`config.mk`:
```
export PLATFORM = sky130hd
export DESIGN_NAME = int_writeback_stage
export DESIGN_NICKNAME = d
export VERILOG_FILES = /design/src/rtl/int_writeback_stage.sv
export SDC_FILE = /design/constraint.sdc
export NUM_CORES = 1
export LEC_CHECK = 0
export ABC_AREA = 1
export BUFFER_PORTS_ARGS = -buffer_cell sky130_fd_sc_hd__buf_2
export CORE_AREA = 4 4 485 487
export DETAILED_ROUTE_END_ITERATION = 10
export DIE_AREA = 0 0 489 491
export SLEW_MARGIN = 20
export SYNTH_ARGS = -nofsm -noshare
export SYNTH_HDL_FRONTEND = slang
export SYNTH_SLANG_ARGS = --single-unit
```
`constraint.sdc`:
```
create_clock -name clk -period 1.35 [get_ports clk]
set_clock_uncertainty 0.15 [all_clocks]
set_input_delay 0.135 -clock clk [delete_from_list [all_inputs] [get_ports clk]]
set_output_delay 0.135 -clock clk [all_outputs]
set_load 0.01 [all_outputs]
```
`src/rtl/int_writeback_stage.sv`:
```
// Integer writeback stage: turns execute results into register writes,
// thread rollbacks or privileged-op traps, one registered cycle later.

package int_wb_pkg;
    localparam int THREADS_PER_CORE = 4;
    localparam int NUM_VECTOR_LANES = 16;

    typedef logic [31:0] scalar_t;
    typedef scalar_t [NUM_VECTOR_LANES-1:0] vector_t;
    typedef logic [NUM_VECTOR_LANES-1:0] vector_lane_mask_t;
    typedef logic [$clog2(THREADS_PER_CORE)-1:0] local_thread_idx_t;
    typedef logic [$clog2(NUM_VECTOR_LANES)-1:0] subcycle_t;
    typedef logic [4:0] register_idx_t;

    typedef enum logic [2:0] {
        BRANCH_CMP,
        BRANCH_ALL,
        BRANCH_ZERO,
        BRANCH_NOT_ZERO,
        BRANCH_ALWAYS,
        BRANCH_CALL_OFFSET,
        BRANCH_CALL_REGISTER,
        BRANCH_ERET
    } branch_type_t;

    typedef struct packed {
        scalar_t       pc;
        logic          has_dest;
        register_idx_t dest_reg;
        logic          dest_vector;
        logic          is_branch;
        branch_type_t  branch_type;
        subcycle_t     last_subcycle;
    } decoded_instruction_t;
endpackage

module int_writeback_stage
    import int_wb_pkg::*;
#(
    parameter int         NUM_THREADS        = THREADS_PER_CORE,
    parameter int         LINK_REG           = 31,
    parameter logic [3:0] TRAP_PRIVILEGED_OP = 4'd3
) (
    input  logic                           clk,
    input  logic                           reset,
    input  logic                           ix_instruction_valid,
    input  decoded_instruction_t           ix_instruction,
    input  vector_t                        ix_result,
    input  vector_lane_mask_t              ix_mask_value,
    input  logic [$clog2(NUM_THREADS)-1:0] ix_thread_idx,
    input  subcycle_t                      ix_subcycle,
    input  logic                           ix_rollback_en,
    input  scalar_t                        ix_rollback_pc,
    input  logic                           ix_privileged_op_fault,
    input  logic                           ix_is_eret,
    input  scalar_t                        cr_trap_handler,
    output logic                           wb_rollback_en,
    output logic [$clog2(NUM_THREADS)-1:0] wb_rollback_thread_idx,
    output scalar_t                        wb_rollback_pc,
    output subcycle_t                      wb_rollback_subcycle,
    output logic                           wb_trap,
    output logic [3:0]                     wb_trap_cause,
    output scalar_t                        wb_trap_pc,
    output logic                           wb_writeback_en,
    output logic [$clog2(NUM_THREADS)-1:0] wb_writeback_thread_idx,
    output logic                           wb_writeback_is_vector,
    output logic [4:0]                     wb_writeback_reg,
    output vector_t                        wb_writeback_value,
    output vector_lane_mask_t              wb_writeback_mask,
    output logic                           wb_perf_instruction_retire
);

    localparam int TW = $clog2(NUM_THREADS);

    logic              accept;
    logic              redirect;
    logic              is_call;
    logic              last_sub;

    logic              rb_en_q,    rb_en_d;
    logic [TW-1:0]     tid_q,      tid_d;
    scalar_t           rb_pc_q,    rb_pc_d;
    subcycle_t         rb_sub_q,   rb_sub_d;
    logic              trap_q,     trap_d;
    logic [3:0]        cause_q,    cause_d;
    scalar_t           trap_pc_q,  trap_pc_d;
    logic              wb_en_q,    wb_en_d;
    logic              wb_vec_q,   wb_vec_d;
    logic [4:0]        wb_reg_q,   wb_reg_d;
    vector_t           wb_val_q,   wb_val_d;
    vector_lane_mask_t wb_mask_q,  wb_mask_d;
    logic              retire_q,   retire_d;

    always_comb begin
        // A rollback we just issued squashes the same thread's next result
        accept   = ix_instruction_valid
                   && !(rb_en_q && tid_q == ix_thread_idx);
        // ERET always redirects the thread
        redirect = ix_rollback_en || ix_is_eret;
        is_call  = ix_instruction.is_branch
                   && (ix_instruction.branch_type == BRANCH_CALL_OFFSET
                    || ix_instruction.branch_type == BRANCH_CALL_REGISTER);
        last_sub = ix_subcycle == ix_instruction.last_subcycle;

        rb_en_d   = 1'b0;
        tid_d     = ix_thread_idx;
        rb_pc_d   = ix_rollback_pc;
        rb_sub_d  = '0;
        trap_d    = 1'b0;
        cause_d   = TRAP_PRIVILEGED_OP;
        trap_pc_d = ix_instruction.pc;
        wb_en_d   = 1'b0;
        wb_vec_d  = ix_instruction.dest_vector;
        wb_reg_d  = ix_instruction.dest_reg;
        wb_val_d  = ix_result;
        wb_mask_d = ix_instruction.dest_vector ? ix_mask_value : '1;
        retire_d  = 1'b0;

        if (accept) begin
            if (ix_privileged_op_fault) begin
                trap_d  = 1'b1;
                rb_en_d = 1'b1;
                rb_pc_d = cr_trap_handler;
            end else if (redirect) begin
                rb_en_d  = 1'b1;
                retire_d = last_sub;
                if (is_call) begin
                    wb_en_d     = 1'b1;
                    wb_vec_d    = 1'b0;
                    wb_reg_d    = 5'(LINK_REG);
                    wb_val_d    = '0;
                    wb_val_d[0] = ix_instruction.pc + 32'd4;
                    wb_mask_d   = '1;
                end
            end else begin
                wb_en_d  = ix_instruction.has_dest;
                retire_d = last_sub;
            end
        end
    end

    always_ff @(posedge clk) begin
        if (reset) begin
            rb_en_q   <= 1'b0;
            tid_q     <= '0;
            rb_pc_q   <= '0;
            rb_sub_q  <= '0;
            trap_q    <= 1'b0;
            cause_q   <= '0;
            trap_pc_q <= '0;
            wb_en_q   <= 1'b0;
            wb_vec_q  <= 1'b0;
            wb_reg_q  <= '0;
            wb_val_q  <= '0;
            wb_mask_q <= '0;
            retire_q  <= 1'b0;
        end else begin
            rb_en_q   <= rb_en_d;
            tid_q     <= tid_d;
            rb_pc_q   <= rb_pc_d;
            rb_sub_q  <= rb_sub_d;
            trap_q    <= trap_d;
            cause_q   <= cause_d;
            trap_pc_q <= trap_pc_d;
            wb_en_q   <= wb_en_d;
            wb_vec_q  <= wb_vec_d;
            wb_reg_q  <= wb_reg_d;
            wb_val_q  <= wb_val_d;
            wb_mask_q <= wb_mask_d;
            retire_q  <= retire_d;
        end
    end

    assign wb_rollback_en             = rb_en_q;
    assign wb_rollback_thread_idx     = tid_q;
    assign wb_rollback_pc             = rb_pc_q;
    assign wb_rollback_subcycle       = rb_sub_q;
    assign wb_trap                    = trap_q;
    assign wb_trap_cause              = cause_q;
    assign wb_trap_pc                 = trap_pc_q;
    assign wb_writeback_en            = wb_en_q;
    assign wb_writeback_thread_idx    = tid_q;
    assign wb_writeback_is_vector     = wb_vec_q;
    assign wb_writeback_reg           = wb_reg_q;
    assign wb_writeback_value         = wb_val_q;
    assign wb_writeback_mask          = wb_mask_q;
    assign wb_perf_instruction_retire = retire_q;

endmodule

```
======== Word-level counts from Yosys, hierarchy flattened ========
Index checks and enable logic that the tools add are counted.
cells by class
  equality and inequality tests ........... 4
  reduce and logical (&&, ||, !) cells .... 8
  muxes and demuxes ....................... 25
  bitwise logic cells ..................... 1
  $add $sub $neg .......................... 1
operators by type and width
  operator                 count
  $mux W512                4
  $mux W16                 5
  $mux W32                 2
  $add A32 B3 Y32 const B  1
  $mux W5                  4
  $mux W1                  9
  $eq A3 B3 Y1 const B     2
  $eq A4 B4 Y1             1
  $logic_and A1 B1 Y1      3
  $reduce_or A3 Y1         1
  $eq A2 B2 Y1             1
  $logic_or A1 B1 Y1       2
  $mux W2                  1
  $reduce_or A2 Y1         1
  $logic_not A1 Y1         1
  $not A1 Y1               1
storage, ports and cells
  input port bits ......................... 651
  output and inout port bits .............. 614
  register bits ........................... 608
  word-level logic and storage cells ...... 66

======== Longest topological paths before layout ========
  word-level depth ........................ 7
  mapped depth ............................ 11
  depth with buffers taken out ............ 10

======== Worst setup path before layout ========
Ideal clock, no wire load.
  path kind ............................... register -> register
  from .................................... reg tid_q[0], in the netlist wb_rollback_thread_idx[0]
  to ...................................... reg wb_val_q (netlist bit wb_writeback_value[23])
  cell stages (with the launch flop) ...... 10
  period minus slack after synthesis ...... 1538 ps
  path slack .............................. -188 ps
  data required time ...................... 1089 ps
  library setup time ...................... 111 ps
  arrival ................................. 1277 ps
  path buffers ............................ 2
  path through ............................ dfxtp_1 -> nand2_1 -> nand3_2 -> nor2_4 -> nor2_8 -> nand2_8 -> buf_4 -> buf_4 -> nor2_1 -> nor2_1
between the ends
  longest elaborated chain between the ends .. 5
ends and longest elaborated chain
  element                 line  source
  start, declared         81    logic [TW-1:0] tid_q, tid_d;
  start signal, assigned  159   tid_q <= tid_d;
  $eq A2 B2 Y1            97    && !(rb_en_q && tid_q == ix_thread_idx);
  $logic_and A1 B1 Y1     97
  $logic_not A1 Y1        97
  $logic_and A1 B1 Y1     97
  $mux W512               119   if (accept) begin
  end signal, assigned    168   wb_val_q <= wb_val_d;
  end, declared           90    vector_t wb_val_q, wb_val_d;
Every way passes these cells.
A chain may end at the register's enable or synchronous reset.

======== Worst setup path after layout ========
  from .................................... reg tid_q[1], in the netlist wb_rollback_thread_idx[1]
  to ...................................... reg wb_val_q (netlist bit wb_writeback_value[92])
Same word-level chain as after synthesis.

==> impl_metrics.xml <==
<?xml version="1.0" encoding="UTF-8"?>
<metrics>
  <group name="yosys">
    <metric name="synth-seq-cells" unit="">605</metric>
    <metric name="synthTopCellsByArea" unit="">sky130_fd_sc_hd__dfxtp_1 59%, sky130_fd_sc_hd__nor2_2 13%, sky130_fd_sc_hd__inv_1 11%</metric>
    <metric name="synthMuxAreaShare" unit="%">0</metric>
    <metric name="synthSimpleGateAreaFrac" unit="%">24.1</metric>
    <metric name="synth_top_cell_area_share" unit="%">59.2</metric>
    <metric name="synth_cell_types" unit="">28</metric>
    <metric name="syn-instance-count" unit="">2315</metric>
    <metric name="synthDominantAreaCellType" unit="">sky130_fd_sc_hd__dfxtp_1</metric>
    <metric name="post_synth_fa_ha_maj_area_fraction" unit="%">0.0611</metric>
    <metric name="synth-edff-count" unit="">0</metric>
    <metric name="synth-seq-area-share" unit="%">59.2</metric>
    <metric name="synth.top_cells.by_count" unit="">605 x sky130_fd_sc_hd__dfxtp_1, 597 x sky130_fd_sc_hd__inv_1, 421 x sky130_fd_sc_hd__nor2_2</metric>
    <metric name="synth-xor-area-share" unit="%">0.513</metric>
    <metric name="synth_top_family_by_area" unit="">simple AND/OR/NAND/NOR gates</metric>
    <metric name="synth-warning-count" unit="">0</metric>
    <metric name="synthArstFlopShare" unit="%">0</metric>
    <metric name="yosys_most_used_dff" unit="">sky130_fd_sc_hd__dfxtp_1</metric>
    <metric name="synth_most_common_cell" unit="">sky130_fd_sc_hd__dfxtp_1</metric>
    <metric name="synth-compound-area-share" unit="%">0.373</metric>
    <metric name="syn-cell-area" unit="mm^2">0.0205</metric>
    <metric name="syn_avg_cell_area" unit="um^2">8.84</metric>
  </group>
  <group name="cts">
    <metric name="numCtsBuffers" unit="">82</metric>
    <metric name="worst_skew_pair.late_latency" unit="ns">0.73</metric>
    <metric name="cts.clk_slew.worst_paths" unit="ns">0.06</metric>
    <metric name="max-clock-path-buffers" unit="">3</metric>
    <metric name="numClockSinks" unit="">605</metric>
    <metric name="hold_buffers" unit="">936</metric>
    <metric name="clock_tree.htree_level_count" unit="">3</metric>
    <metric name="tritoncts" unit="">yes</metric>
    <metric name="clock-root-buffer" unit="">sky130_fd_sc_hd__clkbuf_16</metric>
  </group>
  <group name="worst_setup_path">
    <metric name="critical_path.reg2reg.startpoint" unit="">wb_rollback_thread_idx[1]</metric>
    <metric name="cp.required" unit="ns">1.81</metric>
    <metric name="worstSetupStartpoint" unit="">wb_rollback_thread_idx[1]</metric>
    <metric name="crit_path_largest_cell_delay" unit="ns">0.34</metric>
    <metric name="crit_chain" unit="">nand2_1 &gt; nand3_4 &gt; nor2_4 &gt; nor2_8 &gt; nand2_8 &gt; nand2_8 &gt; buf_12 &gt; buf_16 &gt; buf_12 &gt; nor2_1</metric>
    <metric name="endpoint_type_of_the_worst_setup_path" unit="">register</metric>
    <metric name="start_kind" unit="">register</metric>
    <metric name="worst_ep_arrival_time" unit="ns">2.35</metric>
    <metric name="crit_buf_inv" unit="">3</metric>
    <metric name="path_class" unit="">reg2reg</metric>
    <metric name="worst-path-max-fanout" unit="">19</metric>
    <metric name="critical-path-top-delay-family" unit="">simple AND/OR/NAND/NOR gates</metric>
    <metric name="crit_path_top_delay_cell" unit="">sky130_fd_sc_hd__dfxtp_2</metric>
  </group>
  <group name="route">
    <metric name="wl_per_cell" unit="um">25.9</metric>
    <metric name="vias" unit="">24100</metric>
    <metric name="avgViaCountPerCell" unit="">3.06</metric>
    <metric name="drt_first_pass_iters" unit="">5</metric>
    <metric name="antenna_violating_nets_post_route" unit="">0</metric>
    <metric name="drcViolationCount" unit="">0</metric>
    <metric name="routed_wl" unit="mm">204</metric>
    <metric name="drt_iter0_markers" unit="">1264</metric>
  </group>
  <group name="layout">
    <metric name="n_fill_cell" unit="">25500</metric>
    <metric name="final-seq-area" unit="mm^2">0.0121</metric>
    <metric name="final_layout_size_suffix_gt1_share" unit="%">43.0</metric>
    <metric name="finalInstanceArea" unit="mm^2">0.0445</metric>
    <metric name="nets" unit="">5330</metric>
    <metric name="max_reg_flops" unit="">512</metric>
    <metric name="multiInputGateArea" unit="mm^2">0.00538</metric>
    <metric name="area_growth" unit="%">117</metric>
  </group>
  <group name="global_route">
    <metric name="grt_usage" unit="%">16.1</metric>
    <metric name="grt_pass1_wl" unit="mm">251</metric>
    <metric name="largest_net_degree_at_the_start_of_global_routing" unit="">32</metric>
    <metric name="grt_pass1_vias" unit="">25500</metric>
    <metric name="grt.overflow.total" unit="">0</metric>
    <metric name="antenna_violations_before_repair" unit="">154</metric>
  </group>
  <group name="floorplan">
    <metric name="die_height" unit="um">491</metric>
    <metric name="area_of_the_placeable_core" unit="mm^2">0.231</metric>
    <metric name="die-area" unit="mm^2">0.240</metric>
    <metric name="io_count" unit="">1265</metric>
    <metric name="fp-row-count" unit="">177</metric>
    <metric name="start_util" unit="%">8.85</metric>
    <metric name="fp.dieW" unit="um">489</metric>
  </group>
  <group name="placed_design">
    <metric name="dp.final_hpwl" unit="mm">171</metric>
    <metric name="routabilityCongestion" unit="">0.949</metric>
    <metric name="place.port_buffers" unit="">1258</metric>
    <metric name="placed_cell_area" unit="mm^2">0.0310</metric>
  </group>
  <group name="power">
    <metric name="vdd_ir_drop_max" unit="mV">0.826</metric>
    <metric name="total_leakage_power" unit="nW">22.4</metric>
    <metric name="power.total" unit="mW">52.1</metric>
    <metric name="power_per_cell_area" unit="mW/mm^2">1170</metric>
  </group>
  <group name="sta">
    <metric name="timing.slew.headroom" unit="%">44.2</metric>
    <metric name="finalSetupTns" unit="ns">-357.39</metric>
    <metric name="finalWorstPathRequiredPeriod" unit="ns">1.89</metric>
    <metric name="max_clock_freq" unit="MHz">528</metric>
    <metric name="final_max_slew_viol_count" unit="">0</metric>
    <metric name="finalCritPeriodShare" unit="%">140</metric>
    <metric name="report.final.hold_viol_count" unit="">0</metric>
    <metric name="worst-slew-pin-transition" unit="ns">0.834</metric>
    <metric name="timing.final.setup_violations" unit="">1185</metric>
    <metric name="grt_setup_unrepaired" unit="">yes</metric>
    <metric name="setup_slack" unit="ns">-0.545</metric>
  </group>
  <group name="hold_path">
    <metric name="min_path_type" unit="">in2reg</metric>
    <metric name="min_delay_src" unit="">ix_instruction_valid</metric>
  </group>
  <group name="status">
    <metric name="violations" unit="">setup timing</metric>
    <metric name="outcome" unit="">finished with violations</metric>
  </group>
  <group name="flow_run">
    <metric name="drv_cap" unit="">0</metric>
  </group>
</metrics>
==> power by group <==
group / internal (mW) / switching, mW
logic: 4.32 / 5.13
registers: 18.9 / 0.341
clock network: 13.5 / 9.87
total: 36.7 / 15.3
==> worst register-to-register path, delay by kind of cell (launching register included) <==
family / cells / cell delay, ns
flip-flops: 1 / 0.34
buffers and inverters: 3 / 0.54
AND/OR/NAND/NOR: 7 / 0.75
==> cells in the final DEF, fill, tap and decap left out, types with 4 or more instances in the layout <==
| cell type | Yosys | final |
|---|---|---|
| sky130_fd_sc_hd__xnor2_1 | 4 | 4 |
| sky130_fd_sc_hd__clkinv_4 | 0 | 8 |
| sky130_fd_sc_hd__buf_16 | 0 | 10 |
| sky130_fd_sc_hd__buf_8 | 44 | 9 |
| sky130_fd_sc_hd__clkbuf_8 | 0 | 13 |
| sky130_fd_sc_hd__buf_4 | 15 | 95 |
| sky130_fd_sc_hd__dlygate4sd3_1 | 0 | 936 |
| sky130_fd_sc_hd__bufinv_16 | 0 | 7 |
| sky130_fd_sc_hd__nand2_1 | 251 | 243 |
| sky130_fd_sc_hd__a21oi_1 | 9 | 6 |
| sky130_fd_sc_hd__diode_2 | 0 | 80 |
| sky130_fd_sc_hd__dfxtp_1 | 605 | 602 |
| sky130_fd_sc_hd__nor2_2 | 421 | 430 |
| sky130_fd_sc_hd__xor2_1 | 8 | 8 |
| sky130_fd_sc_hd__buf_2 | 11 | 1257 |
| sky130_fd_sc_hd__inv_1 | 597 | 595 |
| sky130_fd_sc_hd__nand3b_1 | 16 | 16 |
| sky130_fd_sc_hd__nor2_4 | 1 | 18 |
| sky130_fd_sc_hd__clkinv_2 | 0 | 6 |
| sky130_fd_sc_hd__buf_6 | 10 | 23 |
| sky130_fd_sc_hd__conb_1 | 1 | 6 |
| sky130_fd_sc_hd__clkinv_16 | 0 | 4 |
| sky130_fd_sc_hd__nor2_1 | 272 | 246 |
| sky130_fd_sc_hd__clkbuf_16 | 0 | 94 |
| sky130_fd_sc_hd__inv_6 | 0 | 8 |
| sky130_fd_sc_hd__clkbuf_1 | 10 | 14 |
| sky130_fd_sc_hd__buf_12 | 0 | 24 |
| sky130_fd_sc_hd__clkinvlp_4 | 0 | 5 |
| sky130_fd_sc_hd__nand3_1 | 21 | 21 |
| sky130_fd_sc_hd__nand2_2 | 0 | 6 |
==> final cells by class <==
class	count	share of cell area (%)
multi-input cells	1024	12.1
well taps	3043	8.56
repair buffers	2366	40.1
diodes	80	0.450
clock buffers	109	5.14
flip-flops and latches	605	27.3
inverters	599	5.06
clock inverters	42	1.35
==> through the flow <==
step,cells,setup WS (ns),hold slack [ns],utilization [%]
after floorplan,2320,-0.116,0.0634,-
after global placement,6665,-1.05,0.206,13.4
after detailed placement,6665,-0.950,0.204,13.4
after CTS,7761,-0.537,-0.0151,18.8
after global routing,7851,-0.606,-0.0134,19.2
final,7868,-0.545,0.0435,19.2
==> repair_timing <==
item,in CTS,in global routing
gates resized for setup,53,68
pin swaps,2,5
cloned,3,15
endpoints found under the hold margin,605,2
setup buffers,7,14
setup endpoints to repair,1178,1183
==> worst paths after layout <==
kind | slack, ns | cells after the start | endpoint
max reg2reg | -0.54 | 10 | wb_writeback_value[92]
min reg2reg | 0.93 | 7 | wb_perf_instruction_retire
max | -0.54 | 10 | wb_writeback_value[92]
min | 0.04 | 7 | wb_perf_instruction_retire
==> routing by layer <==
| metal | global-route usage [%] | wire length [um] | up-vias |
|---|---|---|---|
| li1 | - | - | 11200 |
| met5 | 0 | 170 | - |
| met3 | 9.99 | 29200 | 414 |
| met4 | 6.16 | 8900 | 26 |
| met2 | 25.1 | 88100 | 1364 |
| met1 | 17.7 | 77200 | 11000 |
==> cells by family (layout without fill, tap and decap cells) <==
group	after synthesis	after routing
adder cells (fa/ha/maj)	1	1
XOR/XNOR	12	12
buffers and inverters	691	3116
AO/OA/AOI/OAI	14	14
other	1	86
AND/OR/NAND/NOR	991	991
flip-flops	605	605
Note: power is estimated with default switching activity, not from simulation.
